--- src/rtl/any1_pkg.sv ---
// rtl/any1_pkg.sv - ANY-1 shared reorder-buffer defaults and entry-state types
package any1_pkg;

    localparam int ROB_ENTRIES = 64;
    localparam int ROB_ALLOC_W = 2;
    localparam int ROB_CMT_W   = 2;
    localparam int ROB_RW      = $clog2(ROB_ENTRIES);

    typedef logic [ROB_RW-1:0] Rid;

    typedef struct packed {
        logic v;
        logic done;
        logic exc;
    } sRobState;

endpackage

--- src/rtl/any1_rob_cmt_sel.sv ---
// rtl/any1_rob_cmt_sel.sv - in-order commit selector over the ROB head window
module any1_rob_cmt_sel
    import any1_pkg::*;
#(
    parameter int CMT_W = ROB_CMT_W,
    parameter int AW    = $clog2(CMT_W + 1)
) (
    input  sRobState         win [CMT_W],
    output logic [CMT_W-1:0] cmt_v,
    output logic             exc,
    output logic [AW-1:0]    adv
);

    logic go;

    always_comb begin
        cmt_v = '0;
        adv   = '0;
        go    = 1'b1;
        for (int k = 0; k < CMT_W; k++) begin
            // a faulting entry retires only from slot 0, and nothing retires behind it
            go       = go & win[k].v & win[k].done & ((k == 0) | ~win[k].exc);
            cmt_v[k] = go;
            if (go) begin
                adv = adv + AW'(1);
            end
            if (win[k].exc) begin
                go = 1'b0;
            end
        end
        exc = cmt_v[0] & win[0].exc;
    end

endmodule

--- src/rtl/any1_rob_ctrl.sv ---
// rtl/any1_rob_ctrl.sv - parametrised ROB control: allocate, complete, commit, squash, flush
module any1_rob_ctrl
    import any1_pkg::*;
#(
    parameter int ENTRIES = ROB_ENTRIES,
    parameter int RW      = $clog2(ENTRIES),
    parameter int ALLOC_W = ROB_ALLOC_W,
    parameter int CMT_W   = ROB_CMT_W
) (
    input  logic                         clk_i,
    input  logic                         rst_ni,
    input  logic [$clog2(ALLOC_W+1)-1:0] alloc_cnt_i,
    output logic                         alloc_rdy_o,
    output logic [ALLOC_W*RW-1:0]        alloc_rid_o,
    input  logic                         done_i,
    input  logic [RW-1:0]                done_rid_i,
    input  logic                         done_exc_i,
    input  logic                         flush_i,
    input  logic [RW-1:0]                flush_rid_i,
    output logic [CMT_W-1:0]             cmt_v_o,
    output logic [CMT_W*RW-1:0]          cmt_rid_o,
    output logic                         exc_o,
    output logic [RW-1:0]                exc_rid_o,
    output logic [RW:0]                  count_o,
    output logic                         empty_o,
    output logic                         full_o
);

    localparam int AW = $clog2(ALLOC_W + 1);
    localparam int CW = $clog2(CMT_W + 1);

    logic [RW-1:0]      head;
    logic [RW-1:0]      tail;
    logic [RW:0]        count;
    sRobState           st [ENTRIES];

    sRobState           win [CMT_W];
    logic [RW-1:0]      win_rid [CMT_W];
    logic [RW-1:0]      alloc_rid [ALLOC_W];
    logic [CMT_W-1:0]   sel_v;
    logic               sel_exc;
    logic [CW-1:0]      adv;
    logic [RW-1:0]      flush_age;
    logic [RW:0]        free;
    logic [RW:0]        count_nxt;
    logic [ENTRIES-1:0] squash;

    assign flush_age = flush_rid_i - head;
    assign free      = (RW+1)'(ENTRIES) - count;

    // entries younger than the branch must not retire in the cycle they are squashed
    always_comb begin
        for (int k = 0; k < CMT_W; k++) begin
            win_rid[k] = head + RW'(k);
            win[k]     = st[win_rid[k]];
            if (flush_i && (RW'(k) > flush_age)) begin
                win[k].v = 1'b0;
            end
        end
    end

    any1_rob_cmt_sel #(.CMT_W(CMT_W), .AW(CW)) u_cmt_sel (
        .win   (win),
        .cmt_v (sel_v),
        .exc   (sel_exc),
        .adv   (adv)
    );

    always_comb begin
        alloc_rid_o = '0;
        cmt_rid_o   = '0;
        for (int k = 0; k < ALLOC_W; k++) begin
            alloc_rid[k]                = tail + RW'(k);
            alloc_rid_o[k*RW +: RW]     = alloc_rid[k];
        end
        for (int k = 0; k < CMT_W; k++) begin
            cmt_rid_o[k*RW +: RW] = win_rid[k];
        end
        for (int i = 0; i < ENTRIES; i++) begin
            squash[i] = flush_i & (RW'(RW'(i) - head) > flush_age);
        end
    end

    assign cmt_v_o     = rst_ni ? sel_v : '0;
    assign exc_o       = rst_ni & sel_exc;
    assign exc_rid_o   = head;
    assign count_o     = count;
    assign empty_o     = (count == '0);
    assign full_o      = (count == (RW+1)'(ENTRIES));
    // freed slots from a same-cycle commit are not reusable until the next cycle
    assign alloc_rdy_o = rst_ni & ~flush_i & ~exc_o & (alloc_cnt_i != '0)
                       & (alloc_cnt_i <= AW'(ALLOC_W))
                       & ((RW+1)'(alloc_cnt_i) <= free);

    always_comb begin
        if (flush_i) begin
            count_nxt = (RW+1)'(flush_age) + (RW+1)'(1) - (RW+1)'(adv);
        end else if (alloc_rdy_o) begin
            count_nxt = count + (RW+1)'(alloc_cnt_i) - (RW+1)'(adv);
        end else begin
            count_nxt = count - (RW+1)'(adv);
        end
    end

    always_ff @(posedge clk_i) begin
        if (!rst_ni) begin
            head  <= '0;
            tail  <= '0;
            count <= '0;
            for (int i = 0; i < ENTRIES; i++) begin
                st[i] <= '0;
            end
        end else if (exc_o) begin
            for (int i = 0; i < ENTRIES; i++) begin
                st[i] <= '0;
            end
            head  <= head + RW'(1);
            tail  <= head + RW'(1);
            count <= '0;
        end else begin
            if (done_i && st[done_rid_i].v) begin
                st[done_rid_i].done <= 1'b1;
                st[done_rid_i].exc  <= done_exc_i;
            end
            for (int k = 0; k < CMT_W; k++) begin
                if (cmt_v_o[k]) begin
                    st[win_rid[k]].v <= 1'b0;
                end
            end
            if (flush_i) begin
                for (int i = 0; i < ENTRIES; i++) begin
                    if (squash[i]) begin
                        st[i].v <= 1'b0;
                    end
                end
                tail <= flush_rid_i + RW'(1);
            end else if (alloc_rdy_o) begin
                for (int k = 0; k < ALLOC_W; k++) begin
                    if (AW'(k) < alloc_cnt_i) begin
                        st[alloc_rid[k]] <= '{v: 1'b1, done: 1'b0, exc: 1'b0};
                    end
                end
                tail <= tail + RW'(alloc_cnt_i);
            end
            head  <= head + RW'(adv);
            count <= count_nxt;
        end
    end

    always_ff @(posedge clk_i) begin
        if (rst_ni && flush_i && !exc_o) begin
            assert (st[flush_rid_i].v);
        end
    end

endmodule

--- config.mk ---
export PLATFORM = sky130hd
export DESIGN_NAME = any1_rob_ctrl
export DESIGN_NICKNAME = d
export VERILOG_FILES = /design/src/rtl/any1_pkg.sv /design/src/rtl/any1_rob_cmt_sel.sv /design/src/rtl/any1_rob_ctrl.sv
export SDC_FILE = /design/constraint.sdc
export NUM_CORES = 1
export LEC_CHECK = 0
export BUFFER_PORTS_ARGS = -buffer_cell sky130_fd_sc_hd__buf_2
export CORE_MARGIN = 2
export CORE_UTILIZATION = 30
export DETAILED_ROUTE_END_ITERATION = 10
export PLACE_DENSITY = 0.52
export SKIP_CTS_REPAIR_TIMING = 1
export SYNTH_ARGS = -nofsm -noshare
export SYNTH_HDL_FRONTEND = slang
export SYNTH_SLANG_ARGS = --single-unit
--- constraint.sdc ---
create_clock -name clk_i -period 21 [get_ports clk_i]
set_input_delay 4.2 -clock clk_i [delete_from_list [all_inputs] [get_ports clk_i]]
set_output_delay 4.2 -clock clk_i [all_outputs]
set_load 0.005 [all_outputs]
# Word-level counts from Yosys, hierarchy flattened
# Memories as Yosys holds them, arrays and structs flattened. A register that Yosys moved wholly into a read port is not among the register bits.
# Index checks and enable logic that the tools add are counted.
[word_totals] reg_bits=19 ramBits=192 inputBits=19 out_inout_bits=43 n_memories=1
[mem_list] name="st" depth=64 word_bits=3 read_ports=3 rd_clocked_by_memory_dff=1 wr=67 line_no="any1_rob_ctrl.sv:35" rtl="sRobState st [ENTRIES];"
[op_classes] addsub=77 n_lt_le_gt_ge=70 eq_ne=7 muxes=495 bitwise_logic=243 n_reduce_logical=9
[op_table] operator="1-bit two-way mux" count=416
[op_table] operator="6-bit > comparator" count=64
[op_table] operator="3-bit two-way mux" count=66
[op_table] operator="6-bit subtractor, first input constant" count=32
[op_table] operator="1-bit OR" count=128
[op_table] operator="1-bit AND" count=96
[op_table] operator="5-bit by 6-bit subtractor with 6-bit output, first input constant" count=16
[op_table] operator="4-bit by 6-bit subtractor with 6-bit output, first input constant" count=8
[op_table] operator="6-bit two-way mux" count=7
[op_table] operator="6-bit == test" count=6
[op_table] operator="3-bit by 6-bit subtractor with 6-bit output, first input constant" count=4
[op_table] operator="7-bit by 2-bit subtractor with 7-bit output" count=3
[op_table] operator="6-bit by 1-bit adder with 6-bit output, second input constant" count=3
[op_table] operator="1-bit inverter" count=16
[op_table] operator="7-bit two-way mux" count=2
[op_table] operator="6-bit by 2-bit adder with 6-bit output" count=2
[op_table] operator="1-bit by 6-bit > comparator with 1-bit output, first input constant" count=2
[op_table] operator="1-bit by 6-bit subtractor with 6-bit output, first input constant" count=2
[op_table] operator="2-bit by 6-bit subtractor with 6-bit output, first input constant" count=2
[op_table] operator="2-bit two-way mux" count=4
[op_table] operator="6-bit by 1-bit adder with 7-bit output, second input constant" count=1
[op_table] operator="7-bit by 2-bit adder with 7-bit output" count=1
[op_table] operator="7-bit == test, second input constant" count=1
[op_table] operator="2-bit by 7-bit <= comparator with 1-bit output" count=1
[op_table] operator="other kinds (12)" count=18

# Depth between registers and ports, before layout
[logic_depth] depth_word=21 mapped_depth=31 depth_no_buf=26

# By module
# A second synthesis with hierarchy kept.
[unflattened] hier_cells=2670 area_unflattened_um2=20828.7
[by_module_without_submodules] module="any1_rob_ctrl" instances=1 cells_per_inst=2665 area_per_inst_um2=20787.4 seq_area_each_um2=4224.1
[by_module_without_submodules] module="any1_rob_cmt_sel" instances=1 cells_per_inst=5 area_per_inst_um2=41.3 seq_area_each_um2=0.0

# Worst setup path before layout
# OpenSTA, ideal clock, no wires.
[synth_timing] path_kind="input port to output port" start="in flush_rid_i[0]" end="out cmt_v_o[1]" arrival_ns=7.965 setup_slack_ns=8.835 cell_stages=13 path_buffers=1 path_cell_list="inv_1 -> ha_1 -> inv_1 -> fa_1 -> a21o_1 -> a21oi_1 -> xor2_1 -> ha_1 -> and3_1 -> a31o_2 -> nand2_2 -> buf_6 -> nor4_1"
[synth_between] elab_chain_len=10 word_cells_on_any_way=13 classes_between="add/sub: 1; order compare: 2; mux: 4; bitwise: 4; reduce/logical: 2"
[synth_rtl] element="start: declaration" line_no="any1_rob_ctrl.sv:19" rtl="input logic [RW-1:0] flush_rid_i,"
[synth_rtl] element="6-bit subtractor (*)" line_no="any1_rob_ctrl.sv:48" rtl="assign flush_age = flush_rid_i - head;"
[synth_rtl] element="1-bit by 6-bit > comparator with 1-bit output" line_no="any1_rob_ctrl.sv:56" rtl="if (flush_i && (RW'(k) > flush_age)) begin"
[synth_rtl] element="1-bit logical AND" line_no="any1_rob_ctrl.sv:56"
[synth_rtl] element="1-bit two-way mux" line_no="any1_rob_ctrl.sv:56"
[synth_rtl] element="1-bit AND" line_no="any1_rob_cmt_sel.sv:22" rtl="go = go & win[k].v & win[k].done & ((k == 0) | ~win[k].exc);"
[synth_rtl] element="1-bit two-way mux" line_no="any1_rob_cmt_sel.sv:27" rtl="if (win[k].exc) begin"
[synth_rtl] element="1-bit AND (*) (3 in series)" line_no="any1_rob_cmt_sel.sv:22"
[synth_rtl] element="2-bit two-way mux (*)" line_no="any1_rob_ctrl.sv:84" rtl="assign cmt_v_o = rst_ni ? sel_v : '0;"
[synth_rtl] element="end: declaration" line_no="any1_rob_ctrl.sv:20" rtl="output logic [CMT_W-1:0] cmt_v_o,"
# Mark *: on every way between the ends. The rest lies on a longest branch, timed or not.

# Worst setup path after layout
# Ends and elaborated chain as after synthesis.

==> flow_summary_export.csv <==
group,metric,value,unit
sta,timing.final.setup_violations,0,
placed_design,gpl.final_weighted_congestion,1.00,
power_and_ir_drop,combinationalPowerShare,0.223,
power_and_ir_drop,power.static_leakage,8.35,nW
finish,post_route_cells_drive_above_1_share,0.106,
synthesis,postSynthRegisterBits,211,
synthesis,netlist-cell-type-count,85,
floorplan,coreArea,0.0656,mm²
route,dr_total_vias,21800,
synthesis,mapped_cells,2553,
sta,finalCriticalPeriod,11.80,ns
route,detail_route.first_pass.iterations,7,
global_route,number_of_antenna_violations_at_the_first_check_in_global_routing,3,
clock_tree,number_of_h_tree_branching_levels,1,
placed_design,port-buffer-count,61,
power_and_ir_drop,cellPowerDensity,57.2,mW/mm²
global_route,grt_first_pass_wirelength,144000,µm
critical_path,worstSetupStartpointType,"primary input",
synthesis,synth_ff_type,"sky130_fd_sc_hd__dfxtp_1",
critical_path,worst-endpoint-arrival,7.60,ns
synthesis,yosysSeqAreaShare,0.213,
synthesis,postSynthAreaPerCell,7.78,µm²
finish,synthToLayoutAreaGrowth,10.0,%
power_and_ir_drop,share_seq_of_total_power,0.342,
clock_tree,worst_setup_hold_path_clk_slew,0.06,ns
critical_path,type_of_the_setup_path_with_the_least_slack,"primary input to output port",
route,vias_per_cell,6.42,
synthesis,synth.net_count,2761,
floorplan,initial_core_util,0.303,
placed_design,detailed_place_hpwl,74100,µm
synthesis,netlist_area,0.0199,mm²
global_route,gr-total-overflow,0,
finish,finalNetCount,2716,
critical_path,timing.critical_path.required,16.80,ns
finish,layout.core_utilization,0.333,
flow_run,cap_viol_max_count,2,
sta,grt_setup_unrepaired,"false",
finish,final_cell_mix,"sky130_fd_sc_hd__a21oi_1, sky130_fd_sc_hd__nand2_1, sky130_fd_sc_hd__dfxtp_1",
route,detail_route.wl_per_cell,29.6,µm
synthesis,edff_count_synth,0,
clock_tree,cts_sinks,211,
route,detail-route-antenna-nets,0,
clock_tree,cts.path.max_buffers,3,
global_route,track_usage,0.287,
sta,worst_pin_slew,1.58,ns
global_route,grt_max_degree,85,
worst_hold_path,worst_hold_path_type,"register to register",
status,result_of_the_run,"finished, violations left",
sta,totalNegativeSetupSlack,0,ns
floorplan,die_footprint,0.0683,mm²
critical_path,timing.critical_path.fanout_max,36,
route,dr.first_iter.drc_count,2908,
critical_path,critPathCaptureType,"output port",
global_route,vias_in_the_first_global_route,20500,
sta,worst_clock_skew,0.0129,ns
sta,report.final.hold_viol_count,0,
floorplan,die_height,261,µm
status,failed_checks,"capacitance limit, slew limit",
synthesis,synth_warnings,0,
power_and_ir_drop,power.clock.fraction,0.435,
synthesis,asr_flop_ratio_synth,0,
clock_tree,cts_inserted_buffers,28,
sta,clock.fmax,84.8,MHz
clock_tree,clock_tree_from_tritoncts,"built",
clock_tree,clock-root-buffer,"sky130_fd_sc_hd__clkbuf_16",
floorplan,floorplan.die.width,261,µm
finish,filler_cell_count_in_the_final_layout,6934,
power_and_ir_drop,cell_internal_power_dissipation,0.000829,W
floorplan,core.rowCount,94,
route,route.final.wire_length,101000,µm
power_and_ir_drop,ir_drop,0.0000647,V
finish,final_common_cell,"sky130_fd_sc_hd__a21oi_1",
power_and_ir_drop,power.share.switching,0.336,
sta,worst_slew_margin_rel,-0.0607,
sta,slew_viols_final,18,
power_and_ir_drop,p_sw,0.000420,W
floorplan,boundaryPins,62,
sta,fin_crit_sh,0.562,
clock_tree,insertion_delay_of_the_later_clocked_pin_in_the_worst_skew_pair,0.62,ns
route,drc,0,
[worst max-delay path: stages]
cell and delay (ns):
sky130_fd_sc_hd__buf_2 0.12, sky130_fd_sc_hd__inv_1 0.09, sky130_fd_sc_hd__ha_1 0.21, sky130_fd_sc_hd__inv_1 0.07, sky130_fd_sc_hd__fa_1 0.44, sky130_fd_sc_hd__a21o_1 0.19, sky130_fd_sc_hd__a21oi_1 0.32, sky130_fd_sc_hd__xor2_4 0.16
sky130_fd_sc_hd__buf_4 0.42, sky130_fd_sc_hd__ha_1 0.22, sky130_fd_sc_hd__and3_1 0.15, sky130_fd_sc_hd__a31o_2 0.24, sky130_fd_sc_hd__nand2_2 0.19, sky130_fd_sc_hd__nor4_1 0.37, sky130_fd_sc_hd__buf_2 0.18
[flip-flops by register name, indices dropped and copies added (netlist names)]
register / cells
count_o: 7
exc_rid_o: 6
tail: 6
st: 192
[path summary, 6_finish.rpt]
check / startpoint / end / slack (ns) / depth (start not counted)
hold reg to reg: st[46][0] / st[46][0] / 0.52 / 2
setup reg to reg: exc_rid_o[0] / count_o[6] / 13.61 / 25
setup / recovery: flush_rid_i[0] / cmt_v_o[1] / 9.20 / 15
hold / removal: st[46][0] / st[46][0] / 0.52 / 2
[Yosys cell counts, types with 11 or more instances]
cell type                   number  area share
sky130_fd_sc_hd__a211o_1        26       0.011
sky130_fd_sc_hd__a211oi_1       18      0.0068
sky130_fd_sc_hd__a21o_1         74       0.028
sky130_fd_sc_hd__a21oi_1       226       0.057
sky130_fd_sc_hd__a22oi_1       112       0.042
sky130_fd_sc_hd__a2bb2oi_1      25       0.011
sky130_fd_sc_hd__a32oi_1        24       0.011
sky130_fd_sc_hd__and2_1         19      0.0060
sky130_fd_sc_hd__and3_1         19      0.0060
sky130_fd_sc_hd__buf_1          18      0.0034
sky130_fd_sc_hd__buf_2          56       0.014
sky130_fd_sc_hd__buf_4          18      0.0068
sky130_fd_sc_hd__clkbuf_1       92       0.017
sky130_fd_sc_hd__dfxtp_1       211        0.21
sky130_fd_sc_hd__ha_1          181        0.11
sky130_fd_sc_hd__inv_1         122       0.023
sky130_fd_sc_hd__mux2_2         12      0.0068
sky130_fd_sc_hd__mux2i_1        19      0.0096
sky130_fd_sc_hd__mux4_1         11       0.015
sky130_fd_sc_hd__mux4_2         26       0.029
sky130_fd_sc_hd__nand2_1       212       0.040
sky130_fd_sc_hd__nand2b_1       18      0.0057
sky130_fd_sc_hd__nand3_1       130       0.033
sky130_fd_sc_hd__nand4_1        36       0.011
sky130_fd_sc_hd__nor2_1        206       0.039
sky130_fd_sc_hd__nor2b_1        21      0.0066
sky130_fd_sc_hd__nor3_1         43       0.011
sky130_fd_sc_hd__nor4_1         60       0.019
sky130_fd_sc_hd__o211ai_1      105       0.040
sky130_fd_sc_hd__o21ai_0        99       0.025
sky130_fd_sc_hd__o22ai_1        36       0.011
sky130_fd_sc_hd__or3_1          15      0.0047
sky130_fd_sc_hd__xnor2_1        76       0.034
sky130_fd_sc_hd__xor2_1         11      0.0049
[per-layer routing]
| layer | global-route usage | vias up | share of wire | wire length [µm] |
|---|---|---|---|---|
| met5 | 0.00625 | - | 0.00062 | 62 |
| met4 | 0.152 | 4 | 0.060 | 6080 |
| met3 | 0.0536 | 321 | 0.097 | 9750 |
| met2 | 0.443 | 1331 | 0.44 | 43800 |
| met1 | 0.379 | 10700 | 0.41 | 40800 |
| li1 | - | 9453 | - | - |
[metrics by stage]
| step | hold WS (ns) | std cells | area (µm²) | power (W) | worst slack (ns) |
|---|---|---|---|---|---|
| after floorplan | 0.471 | 2553 | 19900 | 0.000609 | 8.83 |
| after global routing | 0.521 | 3394 | 21800 | 0.00129 | 9.02 |
| after CTS | 0.511 | 3393 | 21800 | 0.00124 | 9.20 |
| after global placement | 0.491 | 3341 | 20800 | 0.000700 | 9.31 |
| after detailed placement | 0.503 | 3341 | 20800 | 0.000704 | 9.20 |
| final | 0.517 | 3395 | 21800 | 0.00125 | 9.20 |
[power groups by stage]
| stage | clock network, W | logic, W | registers, W |
|---|---|---|---|
| after floorplan | 0 | 0.000182 | 0.000427 |
| after global placement | 0 | 0.000265 | 0.000435 |
| after detailed placement | 0 | 0.000269 | 0.000435 |
| after CTS | 0.000545 | 0.000271 | 0.000426 |
| after global routing | 0.000564 | 0.000303 | 0.000427 |
| final | 0.000544 | 0.000279 | 0.000427 |
[layout make-up]
cell class / instances / area [µm²] / area share
diodes: 1 / 2.50 / 0.000115
clock buffers: 36 / 771 / 0.0353
clock inverters: 16 / 251 / 0.0115
inverters: 128 / 480 / 0.0220
multi-input cells: 2017 / 14300 / 0.653
flip-flops and latches: 211 / 4230 / 0.194
well taps: 864 / 1080 / 0.0495
repair buffers: 122 / 766 / 0.0351
[kinds of logic (layout without fill, tap and decap cells)]
| family | count (synthesis) | after routing | share of synthesized area |
|---|---|---|---|
| and+or+nand+nor | 839 | 839 | 0.209 |
| AOI/OAI and AO/OA | 833 | 833 | 0.282 |
| buffers and inverters | 325 | 302 | 0.0741 |
| DFF | 211 | 211 | 0.213 |
| adders and majority gates | 189 | 189 | 0.122 |
| xor gates and xnor gates | 88 | 88 | 0.0398 |
| muxes | 68 | 68 | 0.0604 |
| other | 0 | 1 | 0 |
Power figures use the tool's default switching activity.
